**src/rtl/lc3_ctrl_hs.sv**
```systemverilog
// lc3_ctrl_hs -- multicycle LC-3 control unit with a ready/valid memory handshake.
//
// Sequences the bus-based LC-3 datapath (PC, EAB, MARMUX, regfile, ALU, NZP,
// IR, MAR/MDR, tri-state bus drivers). Memory accesses have variable latency.
// Each access waits for mem_rdy, and a wait-state timeout parks the core in a
// sticky fault. TRAP to HALT_VEC parks the core in a sticky halt. instr_done
// pulses in the last cycle of every instruction.
//
// Ports:
//   clk, rst                 clock, synchronous active-high reset
//   ir[15:0], n, z, p        instruction register, condition flags
//   mem_rdy                  memory accepted write / read data valid
//   mem_en, mem_we           memory request (held until mem_rdy), write qualifier
//   ld_mar, ld_mdr, sel_mdr  MAR/MDR load, MDR source (1 = memory, 0 = bus)
//   ld_ir, ld_pc, sel_pc     IR load, PC load, PC mux (00 PC+1, 01 EAB, 10 bus)
//   sel_eab1, sel_eab2       EAB base (0 PC, 1 SR1), offset (00 0, 01 off6, 10 off9, 11 off11)
//   sel_marm                 MARMUX (0 EAB, 1 zext(ir[7:0]))
//   ena_pc/mdr/alu/marm      bus drivers, at most one high per cycle
//   reg_we, flag_we          regfile write, NZP update
//   dr, sr1, sr2, alu_ctrl   register addresses, ALU op (00 ADD, 01 AND, 10 NOT, 11 PASS-A)
//   instr_done, halted, bus_err  retire pulse, sticky halt, sticky bus fault
//
// Optional feature (macro LC3_CTRL_PERF_EN): adds cyc_cnt / ret_cnt
// performance counters of width CNT_W.

module lc3_ctrl_hs #(
    parameter int unsigned MEM_TIMEOUT = 16,
    parameter logic [7:0]  HALT_VEC    = 8'h25
`ifdef LC3_CTRL_PERF_EN
    ,
    parameter int unsigned CNT_W       = 32
`endif
) (
    input  logic        clk,
    input  logic        rst,
    input  logic [15:0] ir,
    input  logic        n,
    input  logic        z,
    input  logic        p,
    input  logic        mem_rdy,
    output logic        mem_en,
    output logic        mem_we,
    output logic        ld_mar,
    output logic        ld_mdr,
    output logic        sel_mdr,
    output logic        ld_ir,
    output logic        ld_pc,
    output logic [1:0]  sel_pc,
    output logic        sel_eab1,
    output logic [1:0]  sel_eab2,
    output logic        sel_marm,
    output logic        ena_pc,
    output logic        ena_mdr,
    output logic        ena_alu,
    output logic        ena_marm,
    output logic        reg_we,
    output logic        flag_we,
    output logic [2:0]  dr,
    output logic [2:0]  sr1,
    output logic [2:0]  sr2,
    output logic [1:0]  alu_ctrl,
    output logic        instr_done,
    output logic        halted,
    output logic        bus_err
`ifdef LC3_CTRL_PERF_EN
    ,
    output logic [CNT_W-1:0] cyc_cnt,
    output logic [CNT_W-1:0] ret_cnt
`endif
);

    localparam logic [3:0] OP_BR  = 4'h0, OP_ADD = 4'h1, OP_LD  = 4'h2, OP_ST  = 4'h3,
                           OP_JSR = 4'h4, OP_AND = 4'h5, OP_LDR = 4'h6, OP_STR = 4'h7,
                           OP_RTI = 4'h8, OP_NOT = 4'h9, OP_LDI = 4'hA, OP_STI = 4'hB,
                           OP_JMP = 4'hC, OP_RSV = 4'hD, OP_LEA = 4'hE, OP_TRAP = 4'hF;

    localparam logic [7:0] WAIT_LAST = 8'(MEM_TIMEOUT - 1);

    typedef enum logic [4:0] {
        S_FET0, S_FET1, S_FET2, S_DECODE,
        S_EXE, S_LEA, S_BR, S_JMP, S_JSR1, S_JSR2,
        S_ADDR, S_IND_RD, S_IND_TA, S_IND_MAR,
        S_RD, S_RD_TA, S_WB, S_SD, S_WR,
        S_TRAP0, S_TRAP1, S_TRAP2,
        S_HALT, S_FAULT
    } state_t;

    state_t     state;
    logic [7:0] wait_cnt;
    logic       mem_state;
    logic       mem_wait;
    logic [3:0] op;
    logic       take_br;

    assign op        = ir[15:12];
    assign take_br   = (n & ir[11]) | (z & ir[10]) | (p & ir[9]);
    assign mem_state = (state == S_FET1) || (state == S_IND_RD) || (state == S_RD) ||
                       (state == S_WR)   || (state == S_TRAP1);
    assign mem_wait  = mem_state && !mem_rdy;

    // Next-state and wait counter. The counter is zero whenever an access is
    // not stalled, so every memory state is entered with a cleared count.
    // NOTE: sequential state uses non-blocking assignments so every register
    // updates from the pre-edge values, independent of statement order.
    always_ff @(posedge clk) begin
        if (rst) begin
            state    <= S_FET0;
            wait_cnt <= '0;
        end else if (mem_wait) begin
            if (wait_cnt == WAIT_LAST) begin
                state    <= S_FAULT;
                wait_cnt <= '0;
            end else begin
                wait_cnt <= wait_cnt + 8'd1;
            end
        end else begin
            wait_cnt <= '0;
            case (state)
                S_FET0:   state <= S_FET1;
                S_FET1:   state <= S_FET2;
                S_FET2:   state <= S_DECODE;
                S_DECODE: begin
                    case (op)
                        OP_BR:                          state <= S_BR;
                        OP_ADD, OP_AND, OP_NOT:         state <= S_EXE;
                        OP_LD, OP_ST, OP_LDR, OP_STR,
                        OP_LDI, OP_STI:                 state <= S_ADDR;
                        OP_JSR:                         state <= S_JSR1;
                        OP_JMP:                         state <= S_JMP;
                        OP_LEA:                         state <= S_LEA;
                        OP_TRAP:                        state <= S_TRAP0;
                        default:                        state <= S_FET0;  // RTI, reserved
                    endcase
                end
                S_ADDR: begin
                    if (op == OP_LDI || op == OP_STI)   state <= S_IND_RD;
                    else if (op == OP_LD || op == OP_LDR) state <= S_RD;
                    else                                state <= S_SD;
                end
                S_IND_RD:  state <= S_IND_TA;
                S_IND_TA:  state <= S_IND_MAR;
                S_IND_MAR: state <= (op == OP_LDI) ? S_RD : S_SD;
                S_RD:      state <= S_RD_TA;
                S_RD_TA:   state <= S_WB;
                S_SD:      state <= S_WR;
                S_JSR1:    state <= S_JSR2;
                S_TRAP0:   state <= S_TRAP1;
                S_TRAP1:   state <= S_TRAP2;
                S_TRAP2:   state <= (ir[7:0] == HALT_VEC) ? S_HALT : S_FET0;
                S_HALT:    state <= S_HALT;
                S_FAULT:   state <= S_FAULT;
                default:   state <= S_FET0;   // EXE, LEA, BR, JMP, JSR2, WB, WR
            endcase
        end
    end

    // Control outputs: decoded from state and ir, plus mem_rdy in the memory
    // states so loads and retire happen in the accepting cycle. Reset forces
    // everything low, which drops an in-flight request at once.
    always_comb begin
        // NOTE: every output is defaulted before the case so no path leaves one
        // unassigned, which would otherwise infer a latch.
        mem_en = 1'b0;  mem_we = 1'b0;  ld_mar = 1'b0;  ld_mdr = 1'b0;
        sel_mdr = 1'b0; ld_ir = 1'b0;   ld_pc = 1'b0;   sel_pc = 2'b00;
        sel_eab1 = 1'b0; sel_eab2 = 2'b00; sel_marm = 1'b0;
        ena_pc = 1'b0;  ena_mdr = 1'b0; ena_alu = 1'b0; ena_marm = 1'b0;
        reg_we = 1'b0;  flag_we = 1'b0;
        dr = 3'd0;      sr1 = 3'd0;     sr2 = 3'd0;     alu_ctrl = 2'b00;
        instr_done = 1'b0; halted = 1'b0; bus_err = 1'b0;
        if (!rst) begin
            case (state)
                S_FET0: begin ena_pc = 1'b1; ld_mar = 1'b1; end
                S_FET1: begin
                    mem_en = 1'b1; sel_mdr = 1'b1;
                    ld_mdr = mem_rdy; ld_pc = mem_rdy;      // PC <- PC+1
                end
                S_FET2:   begin ena_mdr = 1'b1; ld_ir = 1'b1; end
                S_DECODE: instr_done = (op == OP_RTI) || (op == OP_RSV);
                S_EXE: begin
                    ena_alu = 1'b1; reg_we = 1'b1; flag_we = 1'b1;
                    dr = ir[11:9]; sr1 = ir[8:6]; sr2 = ir[2:0];
                    alu_ctrl = (op == OP_ADD) ? 2'b00 : (op == OP_AND) ? 2'b01 : 2'b10;
                    instr_done = 1'b1;
                end
                S_ADDR: begin
                    ena_marm = 1'b1; ld_mar = 1'b1;
                    if (op == OP_LDR || op == OP_STR) begin
                        sel_eab1 = 1'b1; sel_eab2 = 2'b01; sr1 = ir[8:6];
                    end else begin
                        sel_eab2 = 2'b10;
                    end
                end
                S_IND_RD, S_RD: begin mem_en = 1'b1; sel_mdr = 1'b1; ld_mdr = mem_rdy; end
                S_IND_MAR: begin ena_mdr = 1'b1; ld_mar = 1'b1; end
                S_WB: begin
                    ena_mdr = 1'b1; reg_we = 1'b1; flag_we = 1'b1; dr = ir[11:9];
                    instr_done = 1'b1;
                end
                S_SD: begin ena_alu = 1'b1; alu_ctrl = 2'b11; sr1 = ir[11:9]; ld_mdr = 1'b1; end
                S_WR: begin mem_en = 1'b1; mem_we = 1'b1; instr_done = mem_rdy; end
                S_BR: begin
                    sel_pc = 2'b01; sel_eab2 = 2'b10; ld_pc = take_br; instr_done = 1'b1;
                end
                S_JMP: begin
                    sel_pc = 2'b01; sel_eab1 = 1'b1; sr1 = ir[8:6]; ld_pc = 1'b1;
                    instr_done = 1'b1;
                end
                S_JSR1: begin ena_pc = 1'b1; reg_we = 1'b1; dr = 3'd7; end
                S_JSR2: begin
                    sel_pc = 2'b01; ld_pc = 1'b1; instr_done = 1'b1;
                    if (ir[11]) sel_eab2 = 2'b11;
                    else begin sel_eab1 = 1'b1; sr1 = ir[8:6]; end
                end
                S_LEA: begin
                    sel_eab2 = 2'b10; ena_marm = 1'b1; reg_we = 1'b1; flag_we = 1'b1;
                    dr = ir[11:9]; instr_done = 1'b1;
                end
                S_TRAP0: begin sel_marm = 1'b1; ena_marm = 1'b1; ld_mar = 1'b1; end
                S_TRAP1: begin
                    mem_en = 1'b1; sel_mdr = 1'b1;
                    ld_mdr = mem_rdy; ena_pc = mem_rdy; reg_we = mem_rdy; dr = 3'd7;
                end
                S_TRAP2: begin
                    ena_mdr = 1'b1; sel_pc = 2'b10; ld_pc = 1'b1; instr_done = 1'b1;
                end
                S_HALT:  halted = 1'b1;
                S_FAULT: bus_err = 1'b1;
                default: ;  // S_IND_TA, S_RD_TA: MDR turnaround after a data read
            endcase
        end
    end

`ifdef LC3_CTRL_PERF_EN
    always_ff @(posedge clk) begin
        if (rst) begin
            cyc_cnt <= '0;
            ret_cnt <= '0;
        end else begin
            if (state != S_HALT && state != S_FAULT) cyc_cnt <= cyc_cnt + 1'b1;
            if (instr_done)                          ret_cnt <= ret_cnt + 1'b1;
        end
    end
`endif

endmodule
```
**config.mk**
```make
export PLATFORM = sky130hd
export DESIGN_NAME = lc3_ctrl_hs
export DESIGN_NICKNAME = d
export VERILOG_FILES = /design/src/rtl/lc3_ctrl_hs.sv
export SDC_FILE = /design/constraint.sdc
export NUM_CORES = 1
export LEC_CHECK = 0
export CAP_MARGIN = 20
export CORE_MARGIN = 10
export CORE_UTILIZATION = 48
export CTS_BUF_LIST = sky130_fd_sc_hd__clkbuf_16
export DETAILED_ROUTE_END_ITERATION = 6
export PLACE_DENSITY_LB_ADDON = 0.08
export SLEW_MARGIN = 0
export SYNTH_ARGS = -nofsm -noshare
export SYNTH_HDL_FRONTEND = slang
export SYNTH_SLANG_ARGS = --single-unit
```
**constraint.sdc**
```tcl
create_clock -name clk -period 1.8 [get_ports clk]
set_input_delay 0.18 -clock clk [delete_from_list [all_inputs] [get_ports clk]]
set_output_delay 0.18 -clock clk [all_outputs]
set_load 0.01 [all_outputs]
```
==> out/qor.txt, run 1 <==
Outcome = aborted with a tool error
Failing step = global routing (5_1_grt)
Err = [ERROR DPL-0038] Utilization greater than 100%, impossible to legalize
Main synth FF type = dfxtp_1
Post-synth EDFFs = 0
Initial Utilization = 50.3%
Inserted Clock Buffers = 3
Count of cell types in the netlist = 62
Die extent in x = 82.2 um
Sequential area share after synthesis = 14.0%
CTS H-tree depth = 1
Crit. endpoint post-GRT repair = instr_done
Root buffer cell = clkbuf_16
Synth Area per Inst = 6.79 um2
# rows = 22
CTS Buffer Depth = 2
IO Port Bufs = 54
RePlAce Congestion = 0.910
Worst endpoint type = top-level output
Chip height = 82.2 um
Post-DP Area = 0.00299 mm2
Sink Count = 13
Mapped Cells = 273
Synthesis Warnings = 0
Largest net degree at the start of global routing = 17
Net count after synthesis = 301
FF+latch count, synth = 13
Synth async-reset ratio = 0%
IO Pins = 55
Hold Buf Count CTS = 0
Detail Placement HPWL = 5.94 mm
Netlist Area Pre-Place = 0.00185 mm2
cell families after synthesis:
kind of cell / synth area share, %
AO/OA/AOI/OAI: 30.1
XOR/XNOR: 3.31
adder cells (fa/ha/maj): 4.05
buffers and inverters: 9.51
flip-flops: 14.0
multiplexers: 3.31
AND/OR/NAND/NOR: 35.7
cell usage after synthesis (5+ instances only):
library cell,instances,area (um2)
a21oi_1,26,130
ha_1,6,75.1
and3_1,6,37.5
nor3_1,9,45.0
a31oi_1,6,37.5
nand2_1,15,56.3
buf_2,11,55.1
nor2_1,33,124
nand2b_1,8,50.1
clkbuf_1,5,18.8
inv_1,8,30.0
o21a_1,6,45.0
nand4_1,5,31.3
nor4_1,5,31.3
mux2i_1,5,50.1
nand3_1,9,45.0
o21ai_0,13,65.1
a22oi_1,6,45.0
dfxtp_1,13,260
nor2b_1,7,43.8
stage by stage:
stage               setup WS [ns]  hold WS [ns]  cells  TNS [ns]
floorplan                   0.116         0.412    273         0
global placement           -0.507         0.425    442    -10.52
detailed placement         -0.593         0.437    442    -11.87
CTS                        -0.159         0.442    468    -0.985
repair_timing:
item,in CTS
endpoints found under the setup margin,46
resized for setup,199
cloned,0
endpoints found under the hold margin,0
buffers inserted,22
pin swaps,25
==> run 2: changes to the inputs <==
CORE_UTILIZATION = 33   (was 48)
CTS_BUF_LIST = not set   (was sky130_fd_sc_hd__clkbuf_16)
PLACE_DENSITY_LB_ADDON = 0.15   (was 0.08)
==> out/qor.txt, run 2 <==
Sequential Power Share = 10.0%
Inserted Clock Buffers = 3
Die extent in x = 95.0 um
Core Box Area = 0.00547 mm2
WHS = 0.479 ns
Largest net degree at the start of global routing = 16
Utilization after layout = 73.6%
Worst Hold Class = register to register
Detail Placement HPWL = 5.83 mm
Worst-margin pin slew = 0.542 ns
Mapped Cells = 273
Largest register FFs = 8
Clock transition at path regs = 0.05 ns
Final period utilization = 116%
Slew Limit Fails = 0
Switching Share = 43.9%
Share of cells above drive strength 1 = 59.6%
Synth async-reset ratio = 0%
Max_slew headroom = 63.3%
Commonest non-fill, non-tap cells in the layout = 102 x buf_4, 47 x buf_6, 24 x nor2_1
Area grow syn2layout = 117%
Sink Count = 13
Flop2flop setup slack = -0.08 ns
Iteration-0 DRC Markers = 253
Initial Utilization = 33.9%
Post-synth EDFFs = 0
Root buffer cell = clkbuf_8
Antenna Nets Post-Route = 0
Main synth FF type = dfxtp_1
CTS Buffer Depth = 2
Power Internal = 2.35 mW
Wl on met1 = 3.98 mm
Sequential area share after synthesis = 14.0%
WL met3 = 700 um
CTS H-tree depth = 1
CP Data Arrival Time = 1.91 ns
WL/cell = 18.9 um
Req. time, crit path = 1.62 ns
Reg2Reg Depth = 11
IO Port Bufs = 54
Worst setup path category = register to output pin
GRT Resource Usage Total = 17.4%
Drt total wl = 9.94 mm
Period minus WS final = 2.09 ns
Top sig layer = met4
Pwr/cell area = 1040 mW/mm2
Net switching power figure = 1.84 mW
Setup ws final = -0.289 ns
Commonest non-fill, non-tap cell in the layout = buf_4
Peak fanout along the critical path = 6
Outcome = finished, violations left
Biggest register = wait_cnt
Chip height = 95.0 um
Crit path capture = ld_mar
CTS tree = done
Die area = 0.00902 mm2
Final setup fails = 30
RSZ-0062 raised after global routing = true
Post-DP Area = 0.00308 mm2
N_diodes = 0
CP Launch Point = state[3]
Worst-Skew Late Latency = 0.24 ns
Comb pwr share = 83.9%
Netlist Area Pre-Place = 0.00185 mm2
Synth Area per Inst = 6.79 um2
Final Skew = 0.00106 ns
Net count after synthesis = 301
Reg-to-Reg End = state[2]
Global-route wire length before repair = 13.0 mm
Hold Buf Count CTS = 0
Gr ovfl total = 0
Initial antenna violation count = 0
Vias in the first global route = 2766
Synthesis Warnings = 0
Total number of vias = 3006
Final hold vios = 0
RePlAce Congestion = 0.870
Top flop regs = wait_cnt (8), state (5)
Share of power burned in the clock network = 6.1%
Power, Total = 4.20 mW
Number of max-cap violations = 0
Count of cell types in the netlist = 62
# rows = 27
FF+latch count, synth = 13
Post-route design area = 0.00403 mm2
Pre-antenna DRT Iters = 5
Leak pwr = 1.75 nW
Post-layout net count = 484
Maximum VDD drop = 607 uV
Failing checks = setup timing
Most frequent cell after synthesis = nor2_1
Share of Yosys cell area claimed by the top area cell type = 14.0%
Fmax = 479 MHz
Reg2reg start = state[3]
DRC Markers = 0
Crit path launch type = register
IO Pins = 55
DR WL met2 = 4.92 mm
Top cells by count, synth = 33 x nor2_1, 26 x a21oi_1, 15 x nand2_1
Vias per cell = 5.70
Crit. End Element = output pin
Largest area contributor in the netlist = dfxtp_1
Top post-synthesis cells by area = dfxtp_1 14%, a21oi_1 7.0%, nor2_1 6.7%
[run 2: cell counts after synthesis]
Identical to the previous run, type by type.
[run 2: logic make-up after synthesis]
logic type | synth area share, %
compound gates | 30.1
fa+ha+maj | 4.05
xor+xnor | 3.31
buf+inv | 9.51
mux | 3.31
simple gates | 35.7
flops | 14.0
[run 2: power by group through the flow]
stage	clock (mW)	sequential, mW	combinational [mW]
after floorplan	0	0.368	1.13
after global placement	0	0.390	2.19
after detailed placement	0	0.391	2.19
after CTS	0.261	0.410	2.57
after global routing	0.278	0.420	3.65
final	0.255	0.419	3.52
[run 2: worst max-delay path: stages, from the launching register on]
cell	delay [ns]
dfxtp_4	0.37
buf_4	0.15
xnor2_2	0.21
buf_4	0.16
nor3b_1	0.29
o21ai_0	0.17
a21oi_2	0.17
buf_2	0.15
[run 2: final cells by class]
class	count	area, um2
flip-flops and latches	13	274
fillers	379	1440
well taps	72	90.1
inverters	10	38.8
repair buffers	200	1720
clock buffers	4	45.0
multi-input cells	228	1860
[run 2: worst min path at each step]
stage                       end        start  depth (start not counted)  slack, ns
detailed placement  wait_cnt[0]  wait_cnt[0]                          1       0.43
finish              wait_cnt[0]  wait_cnt[0]                          1       0.48
CTS                 wait_cnt[0]  wait_cnt[0]                          1       0.44
global route        wait_cnt[0]  wait_cnt[0]                          1       0.51
floorplan              state[3]      mem_rdy                          3       0.41
global placement    wait_cnt[0]  wait_cnt[0]                          1       0.42
[run 2: metal layers]
metal	GRT usage [%]	vias up
met1	21.1	1423
met2	29.5	166
met4	5.11	0
li1	-	1376
met5	0	-
met3	4.36	41
[run 2: repair_timing]
| action | CTS | global route |
|---|---|---|
| setup endpoints to repair | 39 | 45 |
| resized for setup | 203 | 105 |
| pin swaps | 33 | 45 |
| buffers inserted | 28 | 27 |
| cloned | 0 | 2 |
[run 2: metrics by stage]
| stage | instances | setup TNS, ns | setup WS, ns |
|---|---|---|---|
| after floorplan | 273 | 0 | 0.116 |
| after detailed placement | 473 | -10.77 | -0.564 |
| after global placement | 473 | -10.54 | -0.583 |
| after CTS | 504 | -0.943 | -0.196 |
| after global routing | 527 | -4.42 | -0.272 |
| final | 527 | -2.68 | -0.289 |
Note: power is estimated with default switching activity, not from simulation.
==> run 3: changes to the inputs <==
clock period = 1.7 ns   (was 1.8 ns; I/O delays follow)
==> out/qor.txt, run 3 (synthesis results as in run 2) <==
Outcome = finished, violations left
Failing checks = setup timing
CTS tree = done
CTS Buffer Depth = 2
Worst Hold Depth = 2
Clock transition at path regs = 0.06 ns
Pre-antenna DRT Iters = 6
IO Port Bufs = 54
Largest register FFs = 8
Crit. End Element = output pin
Biggest register = wait_cnt
Top flop regs = wait_cnt (8), state (5)
Req. time, crit path = 1.53 ns
Commonest non-fill, non-tap cells in the layout = 94 x buf_4, 46 x buf_6, 28 x buf_2
Die extent in x = 95.0 um
Final setup fails = 39
Worst-Skew Late Latency = 0.24 ns
Initial antenna violation count = 0
Final period utilization = 116%
Final non-filler cell total = 519
Die area = 0.00902 mm2
Slew Limit Fails = 0
Worst Hold Class = register to register
Core Box Area = 0.00547 mm2
Crit-path cells = buf_6, buf_6, nand2b_4, o31a_1, o221ai_2, a22oi_1, nor2_1, buf_2
Detail Placement HPWL = 5.96 mm
Initial Utilization = 33.9%
Post-layout net count = 476
Antenna Nets Post-Route = 0
Period minus WS final = 1.97 ns
GRT Resource Usage Total = 19.1%
Post-route design area = 0.00398 mm2
Peak fanout along the critical path = 5
Iteration-0 DRC Markers = 280
Maximum VDD drop = 651 uV
CP delay by family, top = compound AO/OA/AOI/OAI gates
WL/cell = 20.0 um
Setup ws final = -0.272 ns
Inserted Clock Buffers = 3
Critical path's slowest cell = dfxtp_4
Number of max-cap violations = 0
Power, Total = 4.43 mW
Reg2reg start = state[3]
Hold Path End = wait_cnt[0]
Hold Buf Count CTS = 0
RSZ-0062 raised after global routing = true
Vias in the first global route = 2892
Final hold vios = 0
Area grow syn2layout = 114%
CTS H-tree depth = 1
Post-DP Area = 0.00309 mm2
DRC Markers = 0
Root buffer cell = clkbuf_8
CP Buf/Inv Count = 3
Flop2flop setup slack = -0.26 ns
Pwr/cell area = 1110 mW/mm2
CP Data Arrival Time = 1.80 ns
Share of cells above drive strength 1 = 60.6%
Leak pwr = 1.74 nW
Global-route wire length before repair = 14.2 mm
Fmax = 507 MHz
Vias per cell = 5.88
Worst Min Path Start = wait_cnt[0]
Most frequent cell on the critical path = buf_6
Slowest stage delay, CP = 0.38 ns
Max_slew headroom = 61.2%
Dpl cells = 475
RePlAce Congestion = 0.880
Gr ovfl total = 0
Chip height = 95.0 um
Worst setup path category = register to output pin
N_diodes = 0
Commonest non-fill, non-tap cell in the layout = buf_4
Total number of vias = 3054
Largest net degree at the start of global routing = 13
Final Skew = 0.000733 ns
Worst-margin pin slew = 0.578 ns
Crit path launch type = register
Drt total wl = 10.4 mm
# rows = 27
Sink Count = 13
Reg-to-Reg End = state[4]
Reg2Reg Depth = 7
IO Pins = 55
[run 3: changes by cell type in the layout (fill, tap and decap cells not counted), moves of 3 or more]
cell      change
nor2_1        -5
clkbuf_2      -3
buf_2         +7
buf_4         -8
[run 3: report_power, final]
| group | switching (mW) | total (mW) | internal [mW] | leakage, nW |
|---|---|---|---|---|
| clock network | 0.120 | 0.282 | 0.162 | 0.0255 |
| registers | 0.0967 | 0.467 | 0.370 | 0.109 |
| logic | 1.77 | 3.68 | 1.91 | 1.60 |
| total | 1.98 | 4.43 | 2.45 | 1.74 |
[run 3: area by class of cell]
cell class / instances / area, um2
multi-input combinational: 227 / 1870
timing repair buffer: 193 / 1650
fill: 393 / 1500
sequential: 13 / 279
tap: 72 / 90.1
clock buffer: 3 / 41.3
inverter: 10 / 38.8
clock inverter: 1 / 5.00
[run 3: worst max-delay path by stage]
stage / slack [ns] / endpoint / depth (start not counted) / from
after global routing: -0.34 / sr1[0] / 8 / state[3]
final: -0.27 / sr1[0] / 8 / state[3]
after detailed placement: -0.68 / sel_eab2[0] / 10 / ir[12]
after CTS: -0.23 / sr1[0] / 8 / state[3]
after floorplan: 0.03 / instr_done / 6 / state[4]
after global placement: -0.66 / instr_done / 7 / mem_rdy
[run 3: per-stage QoR]
stage	TNS, ns	util, %	setup slack (ns)	hold slack (ns)
floorplan	0	-	0.0256	0.399
global placement	-14.51	56.5	-0.664	0.495
detailed placement	-14.57	56.5	-0.681	0.508
CTS	-2.87	65.4	-0.229	0.516
global route	-6.21	72.6	-0.337	0.575
finish	-4.15	72.6	-0.272	0.565
[run 3: routing by layer]
layer  routed length, um  up-vias  GRT usage, %
met1                3940     1445          23.1
met3                 789       59          3.65
met5                   0        -             0
li1                    -     1356             -
met4                 540        0          7.48
met2                5120      194          32.5
[run 3: what timing repair did]
action	CTS	global route
buffers inserted	24	17
resized for setup	243	88
pin swaps	35	58
cloned	2	1
endpoints found under the setup margin	46	45
[run 3: worst min-delay path: cells and delay by family (launching register included)]
family,cells,cell delay [ns]
buf+inv,1,0.13
flops,1,0.36
simple gates,1,0.04
==> run 4: changes to the inputs <==
CORE_UTILIZATION = 44   (was 33)
TNS_END_PERCENT = 20   (was not set)
==> out/qor.txt, run 4 (synthesis results as in run 2) <==
Outcome = finished, violations left
Failing checks = setup timing
Req. time, crit path = 1.53 ns
Max_slew headroom = 68.1%
Largest net degree at the start of global routing = 16
DRC Markers = 0
Utilization after layout = 88.8%
Biggest register = wait_cnt
Reg2reg start = state[2]
Pre-antenna DRT Iters = 7
Sink Count = 13
Total number of vias = 3038
Layout fillers = 201
Root buffer cell = clkbuf_8
Area of the multi-input gates = 0.00176 mm2
Vias in the first global route = 2870
Pwr/cell area = 1100 mW/mm2
Initial Utilization = 46.0%
Commonest non-fill, non-tap cell in the layout = buf_4
CP Launch Point = state[1]
Slowest stage delay, CP = 0.38 ns
Reg area = 277 um2
Clock transition at path regs = 0.06 ns
Global-route wire length before repair = 13.6 mm
Critical path's slowest cell = dfxtp_4
Power, Total = 3.95 mW
Setup ws final = -0.358 ns
N_diodes = 0
Maximum VDD drop = 485 uV
RSZ-0062 raised after global routing = true
Drt total wl = 10.0 mm
Final Skew = 0.000568 ns
Hold Buf Count CTS = 0
Number of max-cap violations = 0
Worst-margin pin slew = 0.474 ns
Final hold vios = 0
Post-layout net count = 453
# rows = 23
Initial antenna violation count = 0
CP Data Arrival Time = 1.89 ns
Inserted Clock Buffers = 3
Vias per cell = 6.41
Core Box Area = 0.00403 mm2
Iteration-0 DRC Markers = 428
Worst-Skew Late Latency = 0.25 ns
CTS Buffer Depth = 2
Crit-path cells = buf_6, nand2b_4, buf_4, nor3_1, o21ai_0, a21oi_1, buf_2
RePlAce Congestion = 0.941
CTS tree = done
Slew Limit Fails = 0
Largest register FFs = 8
Chip height = 84.9 um
Fmax = 486 MHz
Worst Min Path Start = wait_cnt[0]
Leak pwr = 1.56 nW
Worst setup path category = register to output pin
WL/cell = 21.1 um
Final period utilization = 121%
GRT Resource Usage Total = 21.7%
Antenna Nets Post-Route = 0
Top flop regs = wait_cnt (8), state (5)
CTS H-tree depth = 1
Worst Hold Class = register to register
Gr ovfl total = 0
IO Port Bufs = 54
Crit path launch type = register
Crit. End Element = output pin
IO Pins = 55
Detail Placement HPWL = 5.83 mm
Die extent in x = 84.9 um
Peak fanout along the critical path = 6
Area grow syn2layout = 93.0%
Period minus WS final = 2.06 ns
Commonest non-fill, non-tap cells in the layout = 92 x buf_4, 26 x nor2_1, 26 x buf_2
Share of cells above drive strength 1 = 51.9%
Final setup fails = 43
Die area = 0.00721 mm2
==> run 4: cell types whose count changed in the layout (fill, tap and decap cells not counted), moves of 3 or more <==
| cell | previous run | this run |
|---|---|---|
| a21oi_2 | 13 | 7 |
| nor2_1 | 19 | 26 |
| o21ai_0 | 4 | 8 |
| nor2_2 | 7 | 4 |
| buf_6 | 46 | 25 |
| o21ai_2 | 4 | 1 |
| nand2_1 | 12 | 15 |
| a21oi_1 | 12 | 18 |
| nor2_4 | 9 | 5 |
==> run 4: what timing repair did <==
| action | in CTS | in global routing |
|---|---|---|
| buffers inserted | 9 | 12 |
| resized for setup | 181 | 79 |
| endpoints found under the setup margin | 46 | 46 |
| pin swaps | 13 | 25 |
==> run 4: worst max-delay path, delay by kind of cell, from the launching register on <==
kind            cells  cell delay (ns)
flops               1             0.38
buf+inv             3             0.47
compound gates      2             0.36
simple gates        2             0.42
==> run 4: cell type report <==
cell class | instances | share of cell area [%]
Clock buffer | 4 | 1.26
Multi-Input combinational cell | 227 | 49.3
Timing Repair Buffer | 170 | 38.9
Inverter | 10 | 1.08
Sequential cell | 13 | 7.73
Tap cell | 50 | 1.75
==> run 4: layer usage <==
| metal | vias up | global-route usage, % | share of wire, % |
|---|---|---|---|
| li1 | 1313 | - | - |
| met1 | 1383 | 24.4 | 37 |
| met2 | 258 | 37.9 | 48 |
| met3 | 84 | 4.30 | 8.5 |
| met4 | 0 | 10.6 | 7.1 |
| met5 | - | 0 | 0 |
==> run 4: final timing paths <==
check           endpoint  slack (ns)  cells past startpoint
max                ld_pc       -0.36                      7
min          wait_cnt[0]        0.54                      2
max reg2reg     state[2]       -0.22                      9
min reg2reg  wait_cnt[0]        0.54                      2
==> run 4: through the flow <==
step	hold WS, ns	std cells	cell area (um2)	TNS [ns]	setup WS [ns]
after floorplan	0.399	273	1850	0	0.0256
after global routing	0.541	474	3580	-7.98	-0.360
after CTS	0.528	463	3240	-3.18	-0.241
final	0.545	474	3580	-5.97	-0.358
after detailed placement	0.505	450	3070	-16.56	-0.683
after global placement	0.497	450	3070	-15.88	-0.613
==> run 4: power breakdown <==
part           internal [mW]  leakage [nW]  switching, mW
Clock                  0.166        0.0228          0.122
Sequential             0.369         0.109          0.101
Combinational           1.61          1.43           1.58
